===== src/rtl/pc_sequencer_if.sv =====
`default_nettype none
// ============================================================================
// Module      : pc_sequencer_if
// Description : Control bundle between the multicycle sequencer and the
//               accumulator-processor datapath (PC block, IR, memory port,
//               accumulator, ALU).
//               master : the sequencer (drives controls, sees Opcode/MemReady)
//               slave  : the datapath side (drives Opcode/MemReady)
//               Signals:
//                 Opcode[3:0]  IR[15:12], valid from DECODE onward
//                 MemReady     memory completion strobe
//                 PCWrite, Branch, bneOrbeq, PCSrc[1:0]  PC block controls
//                 IRWrite, MemRead, MemWrite             IR / memory controls
//                 AccWrite, AccSrc, ALUOp[2:0]           accumulator / ALU
//                 Halted, BusError, IllegalOp, State[3:0] status / debug
// Revision    : 1.0 - initial release
// ============================================================================
interface pc_sequencer_if;
    logic [3:0] Opcode;
    logic       MemReady;
    logic       PCWrite;
    logic       Branch;
    logic       bneOrbeq;
    logic [1:0] PCSrc;
    logic       IRWrite;
    logic       MemRead;
    logic       MemWrite;
    logic       AccWrite;
    logic       AccSrc;
    logic [2:0] ALUOp;
    logic       Halted;
    logic       BusError;
    logic       IllegalOp;
    logic [3:0] State;

    modport master (
        input  Opcode, MemReady,
        output PCWrite, Branch, bneOrbeq, PCSrc, IRWrite, MemRead, MemWrite,
               AccWrite, AccSrc, ALUOp, Halted, BusError, IllegalOp, State
    );

    modport slave (
        output Opcode, MemReady,
        input  PCWrite, Branch, bneOrbeq, PCSrc, IRWrite, MemRead, MemWrite,
               AccWrite, AccSrc, ALUOp, Halted, BusError, IllegalOp, State
    );
endinterface
`default_nettype wire


===== src/rtl/pc_sequencer.sv =====
`default_nettype none
// ============================================================================
// Module      : pc_sequencer
// Description : Multicycle fetch/decode/execute control FSM for the 16-bit
//               accumulator processor. Watches the memory handshake with a
//               wait counter, faults after WAIT_LIMIT consecutive unanswered
//               request cycles, and halts on the HALT opcode.
//               Ports:
//                 CLK    - system clock, rising edge
//                 reset  - synchronous, active-high
//                 bus    - pc_sequencer_if.master control bundle
//               Parameters:
//                 WAIT_LIMIT - max consecutive wait cycles (1..255)
// Revision    : 1.0 - initial release
// ============================================================================
module pc_sequencer #(
    parameter int WAIT_LIMIT = 15
) (
    input  wire logic       CLK,
    input  wire logic       reset,
    pc_sequencer_if.master  bus
);

    typedef enum logic [3:0] {
        S_FETCH  = 4'd0,
        S_DECODE = 4'd1,
        S_EXEC   = 4'd2,
        S_MEM_RD = 4'd3,
        S_WB_ACC = 4'd4,
        S_MEM_WR = 4'd5,
        S_BRANCH = 4'd6,
        S_JUMP   = 4'd7,
        S_HALT   = 4'd8,
        S_FAULT  = 4'd9
    } state_t;

    // Counter value during the last permitted wait cycle.
    localparam logic [7:0] c_LIMIT_M1 = 8'(WAIT_LIMIT - 1);

    state_t     r_state;
    state_t     w_next;
    logic [7:0] r_wait_cnt;
    logic       w_waiting;
    logic       w_timeout;

    assign w_waiting = ((r_state == S_FETCH) || (r_state == S_MEM_RD) ||
                        (r_state == S_MEM_WR)) && !bus.MemReady;
    // MemReady has priority: w_waiting is already false when it arrives.
    assign w_timeout = w_waiting && (r_wait_cnt == c_LIMIT_M1);

    always_comb begin
        w_next = r_state;
        case (r_state)
            S_FETCH:  w_next = bus.MemReady ? S_DECODE :
                               (w_timeout ? S_FAULT : S_FETCH);
            S_DECODE: begin
                case (bus.Opcode)
                    4'h0:                      w_next = S_MEM_RD;
                    4'h1:                      w_next = S_MEM_WR;
                    4'h2, 4'h3, 4'h4, 4'h5:    w_next = S_EXEC;
                    4'h6, 4'h7:                w_next = S_BRANCH;
                    4'h8:                      w_next = S_JUMP;
                    4'hF:                      w_next = S_HALT;
                    default:                   w_next = S_FETCH;
                endcase
            end
            S_EXEC:   w_next = S_FETCH;
            S_MEM_RD: w_next = bus.MemReady ? S_WB_ACC :
                               (w_timeout ? S_FAULT : S_MEM_RD);
            S_WB_ACC: w_next = S_FETCH;
            S_MEM_WR: w_next = bus.MemReady ? S_FETCH :
                               (w_timeout ? S_FAULT : S_MEM_WR);
            S_BRANCH: w_next = S_FETCH;
            S_JUMP:   w_next = S_FETCH;
            S_HALT:   w_next = S_HALT;
            S_FAULT:  w_next = S_FAULT;
            default:  w_next = S_FETCH;
        endcase
    end

    always_ff @(posedge CLK) begin
        if (reset) begin
            r_state    <= S_FETCH;
            r_wait_cnt <= 8'd0;
        end else begin
            r_state <= w_next;
            if (w_next != r_state)
                r_wait_cnt <= 8'd0;
            else if (w_waiting)
                r_wait_cnt <= r_wait_cnt + 8'd1;
        end
    end

    // Outputs decode from state (Mealy on MemReady in FETCH). Reset gates
    // everything to zero so no strobe leaks out during a mid-access reset.
    always_comb begin
        bus.PCWrite   = 1'b0;
        bus.Branch    = 1'b0;
        bus.bneOrbeq  = 1'b0;
        bus.PCSrc     = 2'b00;
        bus.IRWrite   = 1'b0;
        bus.MemRead   = 1'b0;
        bus.MemWrite  = 1'b0;
        bus.AccWrite  = 1'b0;
        bus.AccSrc    = 1'b0;
        bus.ALUOp     = 3'b000;
        bus.Halted    = 1'b0;
        bus.BusError  = 1'b0;
        bus.IllegalOp = 1'b0;
        bus.State     = 4'd0;
        if (!reset) begin
            bus.State = r_state;
            case (r_state)
                S_FETCH: begin
                    bus.MemRead = 1'b1;
                    bus.IRWrite = bus.MemReady;
                    bus.PCWrite = bus.MemReady;
                end
                S_DECODE: bus.IllegalOp = (bus.Opcode >= 4'h9) && (bus.Opcode <= 4'hE);
                S_EXEC: begin
                    bus.AccWrite = 1'b1;
                    // Opcodes 2..5 map to ALU functions 0..3.
                    bus.ALUOp    = {1'b0, bus.Opcode[1:0] ^ 2'b10};
                end
                S_MEM_RD: bus.MemRead = 1'b1;
                S_WB_ACC: begin
                    bus.AccWrite = 1'b1;
                    bus.AccSrc   = 1'b1;
                end
                S_MEM_WR: bus.MemWrite = 1'b1;
                S_BRANCH: begin
                    bus.Branch   = 1'b1;
                    bus.bneOrbeq = ~bus.Opcode[0];
                    bus.PCSrc    = 2'b01;
                    bus.ALUOp    = 3'b001;
                end
                S_JUMP: begin
                    bus.PCWrite = 1'b1;
                    bus.PCSrc   = 2'b10;
                end
                S_HALT:  bus.Halted = 1'b1;
                S_FAULT: begin
                    bus.Halted   = 1'b1;
                    bus.BusError = 1'b1;
                end
                default: ;
            endcase
        end
    end

endmodule
`default_nettype wire


===== src/flat_wrapper.sv =====
// flat-port wrapper written by rule: the top's interface ports become plain ports
module pc_sequencer_flat 
#(
    parameter int WAIT_LIMIT = 15
)
  (CLK, reset, bus_Opcode, bus_MemReady, bus_PCWrite, bus_Branch, bus_bneOrbeq, bus_PCSrc, bus_IRWrite, bus_MemRead, bus_MemWrite, bus_AccWrite, bus_AccSrc, bus_ALUOp, bus_Halted, bus_BusError, bus_IllegalOp, bus_State);
  pc_sequencer_if bus_i ();
  input  wire logic CLK;
  input  wire logic reset;
  input wire logic [$bits(bus_i.Opcode)-1:0] bus_Opcode;
  input wire logic [$bits(bus_i.MemReady)-1:0] bus_MemReady;
  output wire logic [$bits(bus_i.PCWrite)-1:0] bus_PCWrite;
  output wire logic [$bits(bus_i.Branch)-1:0] bus_Branch;
  output wire logic [$bits(bus_i.bneOrbeq)-1:0] bus_bneOrbeq;
  output wire logic [$bits(bus_i.PCSrc)-1:0] bus_PCSrc;
  output wire logic [$bits(bus_i.IRWrite)-1:0] bus_IRWrite;
  output wire logic [$bits(bus_i.MemRead)-1:0] bus_MemRead;
  output wire logic [$bits(bus_i.MemWrite)-1:0] bus_MemWrite;
  output wire logic [$bits(bus_i.AccWrite)-1:0] bus_AccWrite;
  output wire logic [$bits(bus_i.AccSrc)-1:0] bus_AccSrc;
  output wire logic [$bits(bus_i.ALUOp)-1:0] bus_ALUOp;
  output wire logic [$bits(bus_i.Halted)-1:0] bus_Halted;
  output wire logic [$bits(bus_i.BusError)-1:0] bus_BusError;
  output wire logic [$bits(bus_i.IllegalOp)-1:0] bus_IllegalOp;
  output wire logic [$bits(bus_i.State)-1:0] bus_State;
  assign bus_i.Opcode = bus_Opcode;
  assign bus_i.MemReady = bus_MemReady;
  assign bus_PCWrite = bus_i.PCWrite;
  assign bus_Branch = bus_i.Branch;
  assign bus_bneOrbeq = bus_i.bneOrbeq;
  assign bus_PCSrc = bus_i.PCSrc;
  assign bus_IRWrite = bus_i.IRWrite;
  assign bus_MemRead = bus_i.MemRead;
  assign bus_MemWrite = bus_i.MemWrite;
  assign bus_AccWrite = bus_i.AccWrite;
  assign bus_AccSrc = bus_i.AccSrc;
  assign bus_ALUOp = bus_i.ALUOp;
  assign bus_Halted = bus_i.Halted;
  assign bus_BusError = bus_i.BusError;
  assign bus_IllegalOp = bus_i.IllegalOp;
  assign bus_State = bus_i.State;
  pc_sequencer #(.WAIT_LIMIT(WAIT_LIMIT)) u_core (.CLK(CLK), .reset(reset), .bus(bus_i));
endmodule

===== config.mk =====
export PLATFORM = sky130hd
export DESIGN_NAME = pc_sequencer_flat
export DESIGN_NICKNAME = d
export VERILOG_FILES = /design/src/rtl/pc_sequencer_if.sv /design/src/rtl/pc_sequencer.sv /design/src/flat_wrapper.sv
export SDC_FILE = /design/constraint.sdc
export NUM_CORES = 1
export LEC_CHECK = 0
export ABC_AREA = 1
export CAP_MARGIN = 10
export CORE_ASPECT_RATIO = 1.25
export CORE_MARGIN = 1.5
export CORE_UTILIZATION = 40
export CTS_CLUSTER_DIAMETER = 40
export DETAILED_ROUTE_END_ITERATION = 6
export DONT_BUFFER_PORTS = 1
export SETUP_SLACK_MARGIN = 0.5
export SLEW_MARGIN = 10
export SYNTH_ARGS = -nofsm -noshare
export SYNTH_HDL_FRONTEND = slang
export SYNTH_SLANG_ARGS = --single-unit

===== constraint.sdc =====
create_clock -name CLK -period 1.9 [get_ports CLK]
set_input_delay 0.38 -clock CLK [delete_from_list [all_inputs] [get_ports CLK]]
set_output_delay 0.38 -clock CLK [all_outputs]
set_load 0.05 [all_outputs]

==> results.cfg, run 1 <==
[clock_network]
cts_tree = built
clkTransAtPathRegs_ns = 0.08
cts_hold_buf = 0
cts_sinks = 12
insertion_delay_ns = 0.27
cts_inserted_buffers = 3
cts-root-buf = clkbuf_4
clock_path_buffers = 2
htree_levels = 1

[sta]
setup_viol = 0
fin_skew_ns = 0.002535
report.final.slew_viol_count = 0
fin_crit_sh_pct = 94.85
hold_violations = 0
clock.fmax_mhz = 554.9
grt_setup_unrepaired = true
period_needed_ns = 1.802
whs_ns = 0.1495

[setup_path]
slowest_delay_ns = 0.39
critPathMostFrequentCell = nor2_4
required_ns = 1.52
crit_path_max_fanout = 5
crit_type = register to output port
path_cells = inv_4 -> nor2_4 -> nand2_8 -> nor2_4 -> inv_2 -> nor2_4 -> buf_12
crit_slowest_cell = dfxtp_4
cp-start-kind = register
cp.arrival_ns = 1.42
crit_path_end_kind = output port

[power]
powerDensity_nw_per_um2 = 423.8
peakVddDrop_mv = 0.3665
p_leak_nw = 0.6998

[finish]
multi_input_area_um2 = 944.7
layout.nets = 199
regArea_um2 = 256.5
syn2layout_area_growth_pct = 70.39
fill_cells = 208
diodes = 0
drive_above_1_share_pct = 59.26
stdcell_area_um2 = 1735

[run_status]
outcome = finished, final reports clean

[job]
cap_violations = 0

[placed_design]
post-dp-hpwl_um = 1863
place_congestion = 0.7888
io_buffers = 0
dpl_cell_area_um2 = 1274

[yosys]
synth_mux_area_share_pct = 0
yosys.cell_types.count = 29
synth_compound_area_share_pct = 5.897
synth_ff_type = dfxtp_1
synth_top_family_by_area = simple AND/OR/NAND/NOR gates
synth_warnings = 0
synth-adder-area-share_pct = 2.457
synth-xor-area-share_pct = 6.020
postSynthAreaPerCell_um2 = 6.406
synth_area_um2 = 1018
synth_edf_count = 0
ys_seq_area_share_pct = 23.59
yosys.area_share.simple_pct = 49.14
syn_inst = 159
ys_async_sr_fraction_pct = 0
synth_fp_nets = 168
ys_ff_latch = 12

[grt]
grt_start_max_net_pins = 15
grt_pass1_vias = 995
antenna_found_initial = 0
grt_pass1_wl_um = 4008
grt_overflow = 0
track_usage_pct = 19.29

[die]
die-area_um2 = 2860
start_util_pct = 41.96
die_x_um = 48.13
row_count = 20
die_y_um = 59.42
ios = 27
core_um2 = 2427

[detailed_routing]
drt_iter0_markers = 10
finalWirelength_um = 3130
wl_per_cell_um = 14.10
drc = 0
ant_nets = 0
viasPerCell = 5.041
via_count = 1119
drtPass1Iterations = 4

[min_path]
hp-class = input port to register
[area by class of cell]
class	count	area share (%)
multi-input combinational	117	54.43
timing repair buffer	30	19.54
clock buffer	4	2.091
tap	33	2.379
sequential	12	14.78
inverter	26	6.777
[cell usage in the layout, fill, tap and decap left out, drive strengths merged]
master and count:
buf 30, nor3 2, ha 2, nand3 13, dfxtp 12, xor2 6
o31ai 1, a31oi 1, nand2 34, clkbuf 4, xnor2 1, conb 1
nand4 2, o21ai 4, nor4 1, inv 26, nor3b 1, nor2 43
a21oi 4, o22ai 1
[cells in the mapped netlist, types with 3 or more instances]
library cell   n  area share (%)
a21oi_1        4             2.0
dfxtp_1       12              24
inv_1         22             8.1
inv_2          4             1.5
nand2_1       28              10
nand2_2        4             2.5
nand3_1       10             4.9
nor2_1        29              11
nor2_2        10             6.1
nor2_4         4             4.4
o21ai_0        3             1.5
xor2_1         6             5.2
[sequential cells by signal (all words and copies together), names as in the netlist]
name	cells
u_core.r_state	4
u_core.r_wait_cnt	8
[routing by layer]
metal	vias up	track usage [%]	part of all wire, %
met3	14	1.829	3.8
li1	545	-	-
met4	0	8.494	4.8
met1	524	20.63	34
met5	-	0	0
met2	36	35.81	57
[critical path, delay by kind of cell (launching register included)]
kind | cells | cell delay (ns)
flops | 1 | 0.39
buf+inv | 3 | 0.27
simple gates | 4 | 0.47
[final timing paths]
kind	from	end	slack (ns)	cells past startpoint
max	u_core.r_state[2]	bus_bneOrbeq	0.1	7
max reg2reg	u_core.r_state[3]	u_core.r_wait_cnt[0]	0.19	13
min reg2reg	u_core.r_wait_cnt[0]	u_core.r_wait_cnt[0]	0.53	2
min	reset	u_core.r_state[2]	0.15	1
[timing repair]
item	in CTS	in global routing
setup buffers	15	5
resized for setup	35	36
pin swaps	16	15
endpoints found under the setup margin	28	30
[through the flow]
stage | setup TNS, ns | total power, W | instances | setup WS (ns) | utilization (%)
floorplan | -0.1262 | 0.0004396 | 159 | -0.09331 | -
global placement | 0 | 0.0004584 | 198 | 0.2154 | 52.47
detailed placement | 0 | 0.0004603 | 198 | 0.1879 | 52.47
CTS | 0 | 0.0006988 | 217 | 0.1076 | 63.45
global route | 0 | 0.0007643 | 222 | 0.03938 | 71.49
finish | 0 | 0.0007355 | 222 | 0.09793 | 71.49
[where the power goes]
group	total (W)	switching (W)	internal, W
sequential	0.000268	0.0000137	0.000255
combinational	0.000262	0.000167	0.0000951
clock	0.000205	0.0000889	0.000116
total	0.000735	0.000269	0.000466
[cell families (layout without fill, tap and decap cells)]
kind of cell | Yosys count | count (layout)
other | 1 | 1
DFF | 12 | 12
xor gates and xnor gates | 7 | 7
adders and majority gates | 2 | 2
buffers and inverters | 30 | 60
AOI/OAI and AO/OA | 11 | 11
and+or+nand+nor | 96 | 96
No activity file was read; power rests on OpenSTA's default activity.
==> run 2, diff against run 1 <==
- CORE_ASPECT_RATIO: 1.25 -> default
==> run 2 against run 1 <==
Against the previous run:
- fmax down 2.7%
- register-to-register slack worse by 0.03 ns
- count of clock-buffer cells in the layout unchanged
- non-clock buffer count down 2
- worst setup slack worse by 0.050 ns
- largest cell class unchanged
- combinational power down 6%
- die area about the same
- design area down 5.6%
- global-route usage down 0.63 points
- core utilization down 4.2 points
==> results.cfg, run 2 (synthesized netlist as in run 1, its figures left out) <==
[run_status]
outcome = finished, final reports clean

[placed_design]
place_congestion = 0.8753
dp_slack_ns = 0.1700
post-dp-hpwl_um = 1759
io_buffers = 0

[die]
core_um2 = 2432
die_y_um = 53.46
die-area_um2 = 2858
row_count = 18
start_util_pct = 41.87
ios = 27
die_x_um = 53.46

[job]
cap_violations = 0

[clock_network]
cts-root-buf = clkbuf_4
insertion_delay_ns = 0.27
cts_hold_buf = 0
cts_sinks = 12
clock_path_buffers = 2
cts_inserted_buffers = 3
clkTransAtPathRegs_ns = 0.08
htree_levels = 1
cts_tree = built

[grt]
antenna_found_initial = 0
track_usage_pct = 18.66
grt_start_max_net_pins = 15
grt_pass1_wl_um = 3898
grt_pass1_vias = 904
grt_overflow = 0

[setup_path]
critPathMostFrequentCell = nor2_4
cp.arrival_ns = 1.47
slowest_delay_ns = 0.38
crit_path_end_kind = output port
crit_type = register to output port
critPathBufInv = 2
crit_family = simple AND/OR/NAND/NOR gates
required_ns = 1.52
crit_path_max_fanout = 4
path_cells = buf_4 -> nor2_4 -> nand2_2 -> inv_2 -> nand3_2 -> nor2_4
cp-start-kind = register
crit_slowest_cell = dfxtp_4

[detailed_routing]
drc = 0
drtPass1Iterations = 6
ant_nets = 0
via_count = 1096
finalWirelength_um = 2897
drt_iter0_markers = 20
wl_per_cell_um = 13.35
viasPerCell = 5.051

[finish]
layout.nets = 197
drive_above_1_share_pct = 49.20
layout_commonest_cell = nand2_1
reg_top3 = u_core.r_wait_cnt x8, u_core.r_state x4
diodes = 0
final_cell_mix = nand2_1 (26), inv_1 (19), nor2_4 (18)
largest_reg_flops = 8
syn2layout_area_growth_pct = 60.81
regMostFlops = u_core.r_wait_cnt

[min_path]
hp-class = input port to register

[sta]
clock.fmax_mhz = 540.0
report.final.slew_viol_count = 0
period_needed_ns = 1.852
fin_skew_ns = 0.0004703
grt_setup_unrepaired = true
setup_viol = 0
setup_ws_ns = 0.04810
hold_violations = 0
fin_crit_sh_pct = 97.47

[power]
peakVddDrop_mv = 0.4332
p_leak_nw = 0.6750
powerDensity_nw_per_um2 = 440.5
fin_total_pwr_w = 0.0007215
run 2: cell count changes in the layout (fill, tap and decap cells not counted), moves of 4 or more:
cell     change
nand3_2      -4
nor2_2       -4
nand2_1      +4
nand2_2      -4
nor2_1       +6
nand3_1      +4
run 2: cell type report:
class | instances | area (µm²)
multi-input cells | 117 | 872.1
well taps | 30 | 37.54
flip-flops and latches | 12 | 255.2
repair buffers | 28 | 311.5
fillers | 179 | 794.5
clock buffers | 4 | 36.28
inverters | 26 | 125.1
run 2: routing by layer:
layer  GRT usage, %  part of all wire (%)
met1          26.36                    46
met5              0                     0
met4          5.128                  0.59
met2          28.60                    50
met3          3.390                   3.8
run 2: repair_timing:
action | CTS | global route
gates resized for setup | 23 | 29
pin swaps | 8 | 17
setup buffers | 8 | 10
endpoints found under the setup margin | 28 | 30
run 2: per-stage QoR:
step | cell area (µm²) | setup TNS [ns] | instances | util [%] | hold slack, ns
finish | 1638 | 0 | 217 | 67.34 | 0.1621
CTS | 1438 | 0 | 207 | 59.10 | 0.1509
detailed placement | 1270 | 0 | 195 | 52.21 | 0.4438
global placement | 1270 | 0 | 195 | 52.21 | 0.4430
global route | 1638 | -0.006067 | 217 | 67.34 | 0.1514
floorplan | 1164 | -0.1262 | 159 | - | 0.5074
run 2: worst paths after layout:
check	start	slack (ns)	cells past startpoint	end
setup / recovery	u_core.r_state[1]	0.05	6	bus_IllegalOp
hold / removal	reset	0.16	1	u_core.r_state[0]
setup reg to reg	u_core.r_state[1]	0.16	11	u_core.r_wait_cnt[1]
hold reg to reg	u_core.r_wait_cnt[7]	0.55	2	u_core.r_wait_cnt[7]
run 2: power by group:
part	internal (W)	switching, W	total, W
combinational	0.0000858	0.000161	0.000246
sequential	0.000254	0.0000120	0.000266
clock	0.000116	0.0000924	0.000209
==> run 3, diff against run 2 <==
- CTS_BUF_LIST: default -> sky130_fd_sc_hd__clkbuf_4 sky130_fd_sc_hd__clkbuf_8
==> results of run 3 <==
The final DEF is identical to that of run 2; final timing and power are the same.
